===== src/rtl/pmic_multiphase_pkg.sv =====
// Shared types and default parameter values for the multiphase buck controller.
package pmic_pkg;

  typedef enum logic [2:0] {
    S_IDLE,
    S_START,
    S_WAIT_BUSY,
    S_READ1,
    S_READ2,
    S_UPDATE
  } adc_state_e;

  localparam int DEF_PHASES   = 2;
  localparam int DEF_ADC_W    = 8;
  localparam int DEF_PWM_W    = 8;
  localparam int DEF_DEADTIME = 2;
  localparam int DEF_KSHIFT   = 2;
  localparam int DEF_TIMEOUT  = 64;

endpackage


===== src/rtl/pmic_multiphase_if.sv =====
// Parallel ADC bus: conversion start, busy handshake, active-low read strobe and data.
interface pmic_multiphase_if
  import pmic_pkg::*;
#(
  parameter int ADC_W = DEF_ADC_W
);
  logic             conv_start;
  logic             rd_cs;
  logic             busy;
  logic [ADC_W-1:0] adc_data;

  modport master (output conv_start, output rd_cs, input busy, input adc_data);
  modport slave  (input conv_start, input rd_cs, output busy, output adc_data);
endinterface


===== src/rtl/pmic_multiphase_deadtime.sv =====
// One phase gate driver: break-before-make with a restartable dead-time counter.
module pmic_deadtime
  import pmic_pkg::*;
#(
  parameter int DEADTIME = DEF_DEADTIME
) (
  input  logic clk,
  input  logic reset,
  input  logic allow,
  input  logic demand,
  output logic hs,
  output logic ls
);

  localparam logic [3:0] DT_FULL = 4'(DEADTIME);
  localparam logic [3:0] DT_EDGE = 4'(DEADTIME - 1);

  logic [3:0] dt_q, dt_d;
  logic       dem_q, dem_d;
  logic       hs_q, hs_d;
  logic       ls_q, ls_d;
  logic       change;

  // A demand edge reloads one short of DEADTIME: the edge-detect cycle itself is the first off cycle.
  always_comb begin
    change = (demand != dem_q);
    dem_d  = demand;
    dt_d   = dt_q;
    hs_d   = 1'b0;
    ls_d   = 1'b0;
    if (!allow) begin
      dt_d = DT_FULL;
    end else if (change) begin
      dt_d = DT_EDGE;
    end else if (dt_q != 4'd0) begin
      dt_d = dt_q - 4'd1;
    end else begin
      hs_d = dem_q;
      ls_d = !dem_q;
    end
  end

  always_ff @(posedge clk or posedge reset) begin
    if (reset) begin
      dt_q  <= DT_FULL;
      dem_q <= 1'b0;
      hs_q  <= 1'b0;
      ls_q  <= 1'b0;
    end else begin
      dt_q  <= dt_d;
      dem_q <= dem_d;
      hs_q  <= hs_d;
      ls_q  <= ls_d;
    end
  end

  assign hs = hs_q;
  assign ls = ls_q;

endmodule


===== src/rtl/pmic_multiphase.sv =====
// Interleaved multiphase buck controller: PWM generation, ADC sampling FSM,
// integrating duty regulation and latched overvoltage protection.
module pmic_multiphase
  import pmic_pkg::*;
#(
  parameter int PHASES   = DEF_PHASES,
  parameter int ADC_W    = DEF_ADC_W,
  parameter int PWM_W    = DEF_PWM_W,
  parameter int DEADTIME = DEF_DEADTIME,
  parameter int KSHIFT   = DEF_KSHIFT,
  parameter int TIMEOUT  = DEF_TIMEOUT
) (
  input  logic              clk,
  input  logic              reset,
  input  logic              enable,
  pmic_multiphase_if.master adc,
  input  logic [ADC_W-1:0]  target,
  input  logic [ADC_W-1:0]  ov_limit,
  input  logic              fault_clr,
  output logic [PHASES-1:0] hs,
  output logic [PHASES-1:0] ls,
  output logic [PWM_W-1:0]  duty,
  output logic              fault,
  output logic              adc_err,
  output logic              sample_valid
);

  localparam int PSTEP  = (1 << PWM_W) / PHASES;
  localparam int WCNT_W = $clog2(TIMEOUT + 1);
  localparam int SUM_W  = ((PWM_W > ADC_W) ? PWM_W : ADC_W + 1) + 2;
  localparam logic signed [SUM_W-1:0] DUTY_MAX = SUM_W'((64'd1 << PWM_W) - 64'd1);

  function automatic logic [PWM_W-1:0] sat_duty(input logic signed [SUM_W-1:0] v);
    if (v < 0) return '0;
    if (v > DUTY_MAX) return '1;
    return v[PWM_W-1:0];
  endfunction

  adc_state_e          state_q, state_d;
  logic [PWM_W-1:0]    cnt_q, cnt_d;
  logic [WCNT_W-1:0]   wcnt_q, wcnt_d;
  logic [ADC_W-1:0]    sample_q, sample_d;
  logic [PWM_W-1:0]    duty_q, duty_d;
  logic                fault_q, fault_d;
  logic                adc_err_q, adc_err_d;
  logic                aborted_q, aborted_d;
  logic                fault_set;
  logic                apply;
  logic signed [ADC_W:0]   err, err_sh;
  logic signed [SUM_W-1:0] sum;
  logic [PHASES-1:0]   demand;
  logic                allow;

  always_comb begin
    err    = $signed({1'b0, target}) - $signed({1'b0, sample_q});
    err_sh = err >>> KSHIFT;
    sum    = SUM_W'($signed({1'b0, duty_q})) + SUM_W'(err_sh);
  end

  always_comb begin
    state_d   = state_q;
    cnt_d     = cnt_q + PWM_W'(1);
    wcnt_d    = wcnt_q;
    sample_d  = sample_q;
    duty_d    = duty_q;
    fault_d   = fault_q;
    adc_err_d = 1'b0;
    aborted_d = aborted_q | !enable;
    fault_set = 1'b0;
    apply     = 1'b0;
    case (state_q)
      S_IDLE: begin
        aborted_d = 1'b0;
        if (enable && cnt_q == '1) state_d = S_START;
      end
      S_START: begin
        wcnt_d  = '0;
        state_d = S_WAIT_BUSY;
      end
      S_WAIT_BUSY: begin
        wcnt_d = wcnt_q + WCNT_W'(1);
        if (!adc.busy && wcnt_q >= WCNT_W'(1)) begin
          state_d = S_READ1;
        end else if (wcnt_q == WCNT_W'(TIMEOUT - 1)) begin
          adc_err_d = 1'b1;
          state_d   = S_IDLE;
        end
      end
      S_READ1: state_d = S_READ2;
      S_READ2: begin
        sample_d = adc.adc_data;
        state_d  = S_UPDATE;
      end
      S_UPDATE: begin
        state_d   = S_IDLE;
        fault_set = (sample_q > ov_limit);
        apply     = !aborted_q && enable;
        // Regulation is frozen while a fault is latched; it resumes from zero after clearing.
        if (fault_set) duty_d = '0;
        else if (apply && !fault_q) duty_d = sat_duty(sum);
      end
      default: state_d = S_IDLE;
    endcase
    if (fault_set) fault_d = 1'b1;
    else if (fault_clr && sample_q <= ov_limit) fault_d = 1'b0;
  end

  always_ff @(posedge clk or posedge reset) begin
    if (reset) begin
      state_q   <= S_IDLE;
      cnt_q     <= '0;
      wcnt_q    <= '0;
      sample_q  <= '0;
      duty_q    <= '0;
      fault_q   <= 1'b0;
      adc_err_q <= 1'b0;
      aborted_q <= 1'b0;
    end else begin
      state_q   <= state_d;
      cnt_q     <= cnt_d;
      wcnt_q    <= wcnt_d;
      sample_q  <= sample_d;
      duty_q    <= duty_d;
      fault_q   <= fault_d;
      adc_err_q <= adc_err_d;
      aborted_q <= aborted_d;
    end
  end

  // Strobes decode straight from the state register so reset releases rd_cs without a clock.
  assign adc.conv_start = (state_q == S_START);
  assign adc.rd_cs      = !(state_q == S_READ1 || state_q == S_READ2);
  assign fault          = fault_q | fault_set;
  assign duty           = fault_set ? '0 : duty_q;
  assign adc_err        = adc_err_q;
  assign sample_valid   = apply;
  assign allow          = enable && !fault;

  for (genvar i = 0; i < PHASES; i++) begin : g_phase
    logic [PWM_W-1:0] pcnt;
    assign pcnt      = cnt_q + PWM_W'(i * PSTEP);
    assign demand[i] = (pcnt < duty_q);

    pmic_deadtime #(
      .DEADTIME(DEADTIME)
    ) u_deadtime (
      .clk   (clk),
      .reset (reset),
      .allow (allow),
      .demand(demand[i]),
      .hs    (hs[i]),
      .ls    (ls[i])
    );
  end

endmodule


===== src/flat_wrapper.sv =====
// flat-port wrapper written by rule: the top's interface ports become plain ports
module pmic_multiphase_flat import pmic_pkg::*;
#(
  parameter int PHASES   = DEF_PHASES,
  parameter int ADC_W    = DEF_ADC_W,
  parameter int PWM_W    = DEF_PWM_W,
  parameter int DEADTIME = DEF_DEADTIME,
  parameter int KSHIFT   = DEF_KSHIFT,
  parameter int TIMEOUT  = DEF_TIMEOUT
)
  (clk, reset, enable, target, ov_limit, fault_clr, hs, ls, duty, fault, adc_err, sample_valid, adc_conv_start, adc_rd_cs, adc_busy, adc_adc_data);
  pmic_multiphase_if #(.ADC_W(ADC_W)) adc_i ();
  input  logic clk;
  input  logic reset;
  input  logic enable;
  input  logic [ADC_W-1:0] target;
  input  logic [ADC_W-1:0] ov_limit;
  input  logic fault_clr;
  output logic [PHASES-1:0] hs;
  output logic [PHASES-1:0] ls;
  output logic [PWM_W-1:0] duty;
  output logic fault;
  output logic adc_err;
  output logic sample_valid;
  output wire logic [$bits(adc_i.conv_start)-1:0] adc_conv_start;
  output wire logic [$bits(adc_i.rd_cs)-1:0] adc_rd_cs;
  input wire logic [$bits(adc_i.busy)-1:0] adc_busy;
  input wire logic [$bits(adc_i.adc_data)-1:0] adc_adc_data;
  assign adc_conv_start = adc_i.conv_start;
  assign adc_rd_cs = adc_i.rd_cs;
  assign adc_i.busy = adc_busy;
  assign adc_i.adc_data = adc_adc_data;
  pmic_multiphase #(.PHASES(PHASES), .ADC_W(ADC_W), .PWM_W(PWM_W), .DEADTIME(DEADTIME), .KSHIFT(KSHIFT), .TIMEOUT(TIMEOUT)) u_core (.clk(clk), .reset(reset), .enable(enable), .adc(adc_i), .target(target), .ov_limit(ov_limit), .fault_clr(fault_clr), .hs(hs), .ls(ls), .duty(duty), .fault(fault), .adc_err(adc_err), .sample_valid(sample_valid));
endmodule

===== config.mk =====
export PLATFORM = sky130hd
export DESIGN_NAME = pmic_multiphase_flat
export DESIGN_NICKNAME = d
export VERILOG_FILES = /design/src/rtl/pmic_multiphase_pkg.sv /design/src/rtl/pmic_multiphase_if.sv /design/src/rtl/pmic_multiphase_deadtime.sv /design/src/rtl/pmic_multiphase.sv /design/src/flat_wrapper.sv
export SDC_FILE = /design/constraint.sdc
export NUM_CORES = 1
export LEC_CHECK = 0
export CAP_MARGIN = 20
export CORE_ASPECT_RATIO = 1.1
export CORE_MARGIN = 4
export CORE_UTILIZATION = 60
export DETAILED_ROUTE_END_ITERATION = 16
export PLACE_DENSITY = 0.86
export SKIP_LAST_GASP = 1
export SYNTH_ARGS = -nofsm -noshare
export SYNTH_HDL_FRONTEND = slang
export SYNTH_HIERARCHICAL = 1
export SYNTH_SLANG_ARGS = --single-unit

===== constraint.sdc =====
create_clock -name clk -period 6.9 [get_ports clk]
set_input_delay 1.38 -clock clk [delete_from_list [all_inputs] [get_ports clk]]
set_output_delay 1.38 -clock clk [all_outputs]
set_load 0.1 [all_outputs]

; Yosys cells after proc, flatten, opt, wreduce, memory -nomap -nowiden
; Index checks and enable logic that the tools add are counted.
[word_totals]
ff_bits = 51
input_bits = 29
out_inout_bits = 17
word_cells = 115
[classes]
bitwise_logic = 2
muxes = 47
eq_ne = 13
n_reduce_logical = 23
addsub = 7
n_lt_le_gt_ge = 7
[op_table]
columns = cell, count
row1 = two-way mux 8 bit, 7
row2 = two-way mux 1 bit, 29
row3 = two-way mux 4 bit, 6
row4 = less-than comparator 8 bit, 2
row5 = one-hot mux 3 bit (5 select lines), 1
row6 = one-hot mux 7 bit (2 select lines), 1
row7 = adder 9 x 7 -> 10 bit, 1
row8 = "> comparator 10 x 9 -> 1 bit, second input constant", 1
row9 = "less-than comparator 10 x 1 -> 1 bit, second input constant", 1
row10 = two-way mux 3 bit, 3
row11 = subtractor 8 x 8 -> 9 bit, 1
row12 = "adder 8 x 1 -> 8 bit, second input constant", 1
row13 = "adder 8 bit, second input constant", 1
row14 = "equality test 8 bit, second input constant", 1
row15 = > comparator 8 bit, 1
row16 = <= comparator 8 bit, 1
row17 = zero test 1 bit, 8
row18 = nonzero test 4 bit, 2
row19 = "subtractor 4 x 1 -> 4 bit, second input constant", 2
row20 = "adder 7 x 1 -> 7 bit, second input constant", 1
row21 = "equality test 7 x 6 -> 1 bit, second input constant", 1
row22 = ">= comparator 7 x 1 -> 1 bit, second input constant", 1
row23 = "equality test 3 x 2 -> 1 bit, second input constant", 2
row24 = "equality test 3 bit, second input constant", 2
row25 = other kinds (11), 22

; Depth between registers and ports, before layout
[logic_depth]
depth_word = 15
ltp_mapped = 16
depth_no_buf = 16

; Hierarchy
; The synthesis kept the hierarchy.
[modules_own_cells]
columns = module, cells_each, n_inst, seq_area_each_um2, area_each_um2
row1 = pmic_multiphase, 304, 1, 925.9, 2686.3
row2 = pmic_deadtime, 28, 2, 176.4, 321.6

; Least setup slack after synthesis
; OpenSTA, ideal clock, no wires.
[synth_timing]
kind = input-to-output
startpoint = in ov_limit[5]
endpoint = out duty[0]
cell_stages = 9
arrival_ns = 3.825
t_required_ns = 5.520
n_path_buf = 1
setup_slack_ns = 1.695
cell_sequence = inv_1 > ha_1 > a21oi_1 > nor2_1 > a211oi_1 > a22o_1 > nor2_1 > buf_2 > nor2b_1
[synth_via]
elab_chain_len = 3
[synth_rtl]
columns = item, line
row1 = "start, declared", flat_wrapper.sv:17  ; input logic [ADC_W-1:0] ov_limit;
row2 = > comparator 8 bit, pmic_multiphase.sv:96  ; fault_set = (sample_q > ov_limit);
row3 = two-way mux 1 bit, pmic_multiphase.sv:71  ; case (state_q)
row4 = two-way mux 8 bit, pmic_multiphase.sv:134  ; assign duty = fault_set ? '0 : duty_q;
row5 = "end, declared", flat_wrapper.sv:21  ; output logic [PWM_W-1:0] duty;
; No other way between the ends.

; Worst setup path after layout
[layout_timing]
startpoint = in ov_limit[3]
endpoint = out duty[0]
; Same word-level chain as after synthesis.

==> run summary <==
Crit path DAT - 4480 ps
First-pass GRT wire length - 11.6 mm
Critical path class - primary input to output port
Maximum vdd drop - 0.103 mV
Compound-Gate Fraction of Synth Area - 16.7%
WL/cell - 14.0 um
Mapped Cells - 360
Antenna Nets Post-Route - 0
GRT Overall Usage - 21.1%
Worst path required time - 5520 ps
Final global-route overflow total - 0
DIE WIDTH - 79.0 um
Setup WS pre-CTS - 1070 ps
Synth Warn # - 6
Synth Area in Simple Gates - 17.6%
Starting Density - 61.7%
Mapped Avg Cell Area - 9.25 sq um
GPL Wtd Cong - 0.889
Root Driver - clkbuf_8
Vias per cell - 5.56
Post-CTS Resized - 0
Lkg Pwr - 1.91 nW
Final critical-path share of the clock period - 85.0%
Cell count of the worst hold path - 1
Initial DRC count - 133
Area growth syn-to-layout - 20.2%
Number of global-route vias before repair - 2,631
Area share of the largest cell type after synthesis - 36.8%
Worst-Skew Late Latency - 290 ps
Max clock buf depth - 2
Share of layout cells above drive strength 1 - 6.08%
Min cycle time layout - 5860 ps
RSZ-0062 raised after global routing - no
Clock tree sinks - 51
Startpoint types - primary input
Initial antenna violation count - 0
Clock Skew - 3.24 ps
PwrDens - 184 nW/um^2
Setup Buffers After CTS - 0
# rows - 28
Core Box Area - 5400 sq um
Setup TNS - 0 ps
Hold Vio Cnt, Final - 0
Worst Tran Pin Value - 976 ps
Synth area leader - dfrtp_1
Final #Nets - 478
Syn nets - 428
DR pass1 iterations - 5
Final WS setup - 1040 ps
Flops & latches, synth - 51
XOR/XNOR Fraction of Synth Area - 6.05%
Top_reg_cell synth - dfrtp_1
Pin count of the biggest net entering global routing - 38
PortBufs - 45
Setup Viol. Count Final - 0
Sequential area share after synthesis - 38.4%
Antenna fix cells - 0
Clock H-tree levels - 2
Outcome - complete, no violations
Crit path max fanout - 11
Crit path capture type - output port
Async S/R FF share, synth - 100%
DR DRC count - 0
Vias - 2,703
Design area - 4000 sq um
Die Area - 6810 sq um
Largest family of logic cells by synthesized area - simple AND/OR/NAND/NOR gates
Clock-pin transition on the worst setup and hold timing paths - 90 ps
Top cells by area, synth - dfrtp_1 (37%), ha_1 (14%), inv_1 (4.7%), nor2_1 (4.4%), xnor2_1 (4.2%)
Max Slew Vio Count - 0
Achievable Freq - 0.171 GHz
Adder-Cell Fraction of Synth Area - 14.9%
DP Area - 3870 sq um
Rel. slew slack - 34.7%
Max-Cap Viols - 0
Mux cell area share after synthesis - 1.01%
Worst r2r path cells - 16
Post-DP HPWL - 5.46 mm
Final WL - 6.78 mm
TritonCTS clock tree - yes
Cts hold-fix bufs - 0
Die Ht - 86.1 um
IO Pins - 46
Count of cell types in the netlist - 53
EDFF count, synth - 0
Post-Syn Area - 3330 sq um
CTS buffer count - 5
Tightest Hold Check Type - register to register
==> state kept, by name (all words and copies together), names as in the netlist <==
name                             count
u_core/aborted_q                     1
u_core/fault_q                       1
u_core/g_phase.u_deadtime/ls         2
u_core/g_phase.u_deadtime/dem_q      2
u_core/duty_q                        8
u_core/state_q                       3
u_core/sample_q                      8
u_core/cnt_q                         8
u_core/adc_err                       1
u_core/wcnt_q                        7
u_core/g_phase.u_deadtime/hs         2
u_core/g_phase.u_deadtime/dt_q       8
==> routing by layer <==
metal | routed length, um | vias up | GRT usage, %
li1 | - | 1335 | -
met1 | 2900 | 1297 | 26.3
met2 | 3570 | 67 | 38.4
met3 | 246 | 4 | 3.89
met4 | 68 | 0 | 3.75
met5 | 0 | - | 0
==> final timing paths <==
path	from	endpoint	slack, ps
setup / recovery	ov_limit[3]	duty[0]	1040
max in group asynchronous	reset	u_core/cnt_q[0]	5020
hold reg to reg	u_core/g_phase[1].u_deadtime/dem_q	u_core/g_phase[1].u_deadtime/ls	490
setup reg to reg	u_core/sample_q[2]	u_core/duty_q[7]	3400
hold / removal	u_core/g_phase[1].u_deadtime/dem_q	u_core/g_phase[1].u_deadtime/ls	490
min in group asynchronous	reset	u_core/g_phase[1].u_deadtime/dt_q[3]	1360
==> power by group <==
group          total [mW]  internal (mW)  switching, mW
Sequential          0.337          0.321         0.0156
Clock               0.240          0.145         0.0949
Combinational       0.162         0.0772         0.0847
==> layout by cell type, fill, tap and decap left out, types with 3 or more instances in the layout <==
master           netlist  final
dfrtp_1               49     49
clkdlybuf4s50_1        0     44
inv_1                 42     42
nor2_1                39     39
ha_1                  38     38
nand2_1               30     30
o21ai_0               17     17
xnor2_1               16     16
a21oi_1               14     14
nand3_1                9      9
a21o_1                 9      9
nor3_1                 9      9
o2bb2ai_1              8      8
nand2b_1               7      7
xor2_1                 7      7
clkbuf_8               0      5
nor2b_1                5      5
o21bai_1               4      4
buf_4                  0      3
nand4_1                3      3
o31ai_1                3      3
or2_2                  3      3
a211oi_1               3      3
==> stage by stage <==
step	hold WS [ps]	utilization (%)	total power, mW	std cells
2_1_floorplan	452	-	0.460	360
3_3_place_gp	463	71.7	0.497	478
3_5_place_dp	473	71.7	0.505	478
4_1_cts	486	74.2	0.744	486
5_1_grt	513	74.2	0.779	486
6_report	485	74.2	0.738	486
==> cells in the mapped netlist, types with 4 or more instances <==
library cell	instances
a21o_1	9
a21oi_1	14
dfrtp_1	49
ha_1	38
inv_1	42
nand2_1	30
nand2b_1	7
nand3_1	9
nor2_1	39
nor2b_1	5
nor3_1	9
o21ai_0	17
o21bai_1	4
o2bb2ai_1	8
xnor2_1	16
xor2_1	7
==> layout make-up <==
cell class / count / area (sq um)
clock buffers: 6 / 72.6
inverters: 43 / 161
clock inverters: 2 / 60.1
fillers: 406 / 1390
well taps: 75 / 93.8
repair buffers: 47 / 463
multi-input cells: 262 / 1870
flip-flops and latches: 51 / 1280
==> critical path, cell delays in order <==
cell             delay (ps)
clkdlybuf4s50_1         470
inv_1                    50
ha_1                    290
nand3_1                 110
o22ai_1                 160
o21bai_1                 80
a22o_1                  240
nor2_1                  580
nor2b_1                 120
clkdlybuf4s50_1        1000
==> logic make-up (layout without fill, tap and decap cells) <==
family          count (synthesis)  count (layout)
compound gates                 80              80
xor+xnor                       23              23
fa+ha+maj                      39              39
buf+inv                        47              98
flops                          51              51
mux                             3               3
simple gates                  117             117
Power figures use the tool's default switching activity.
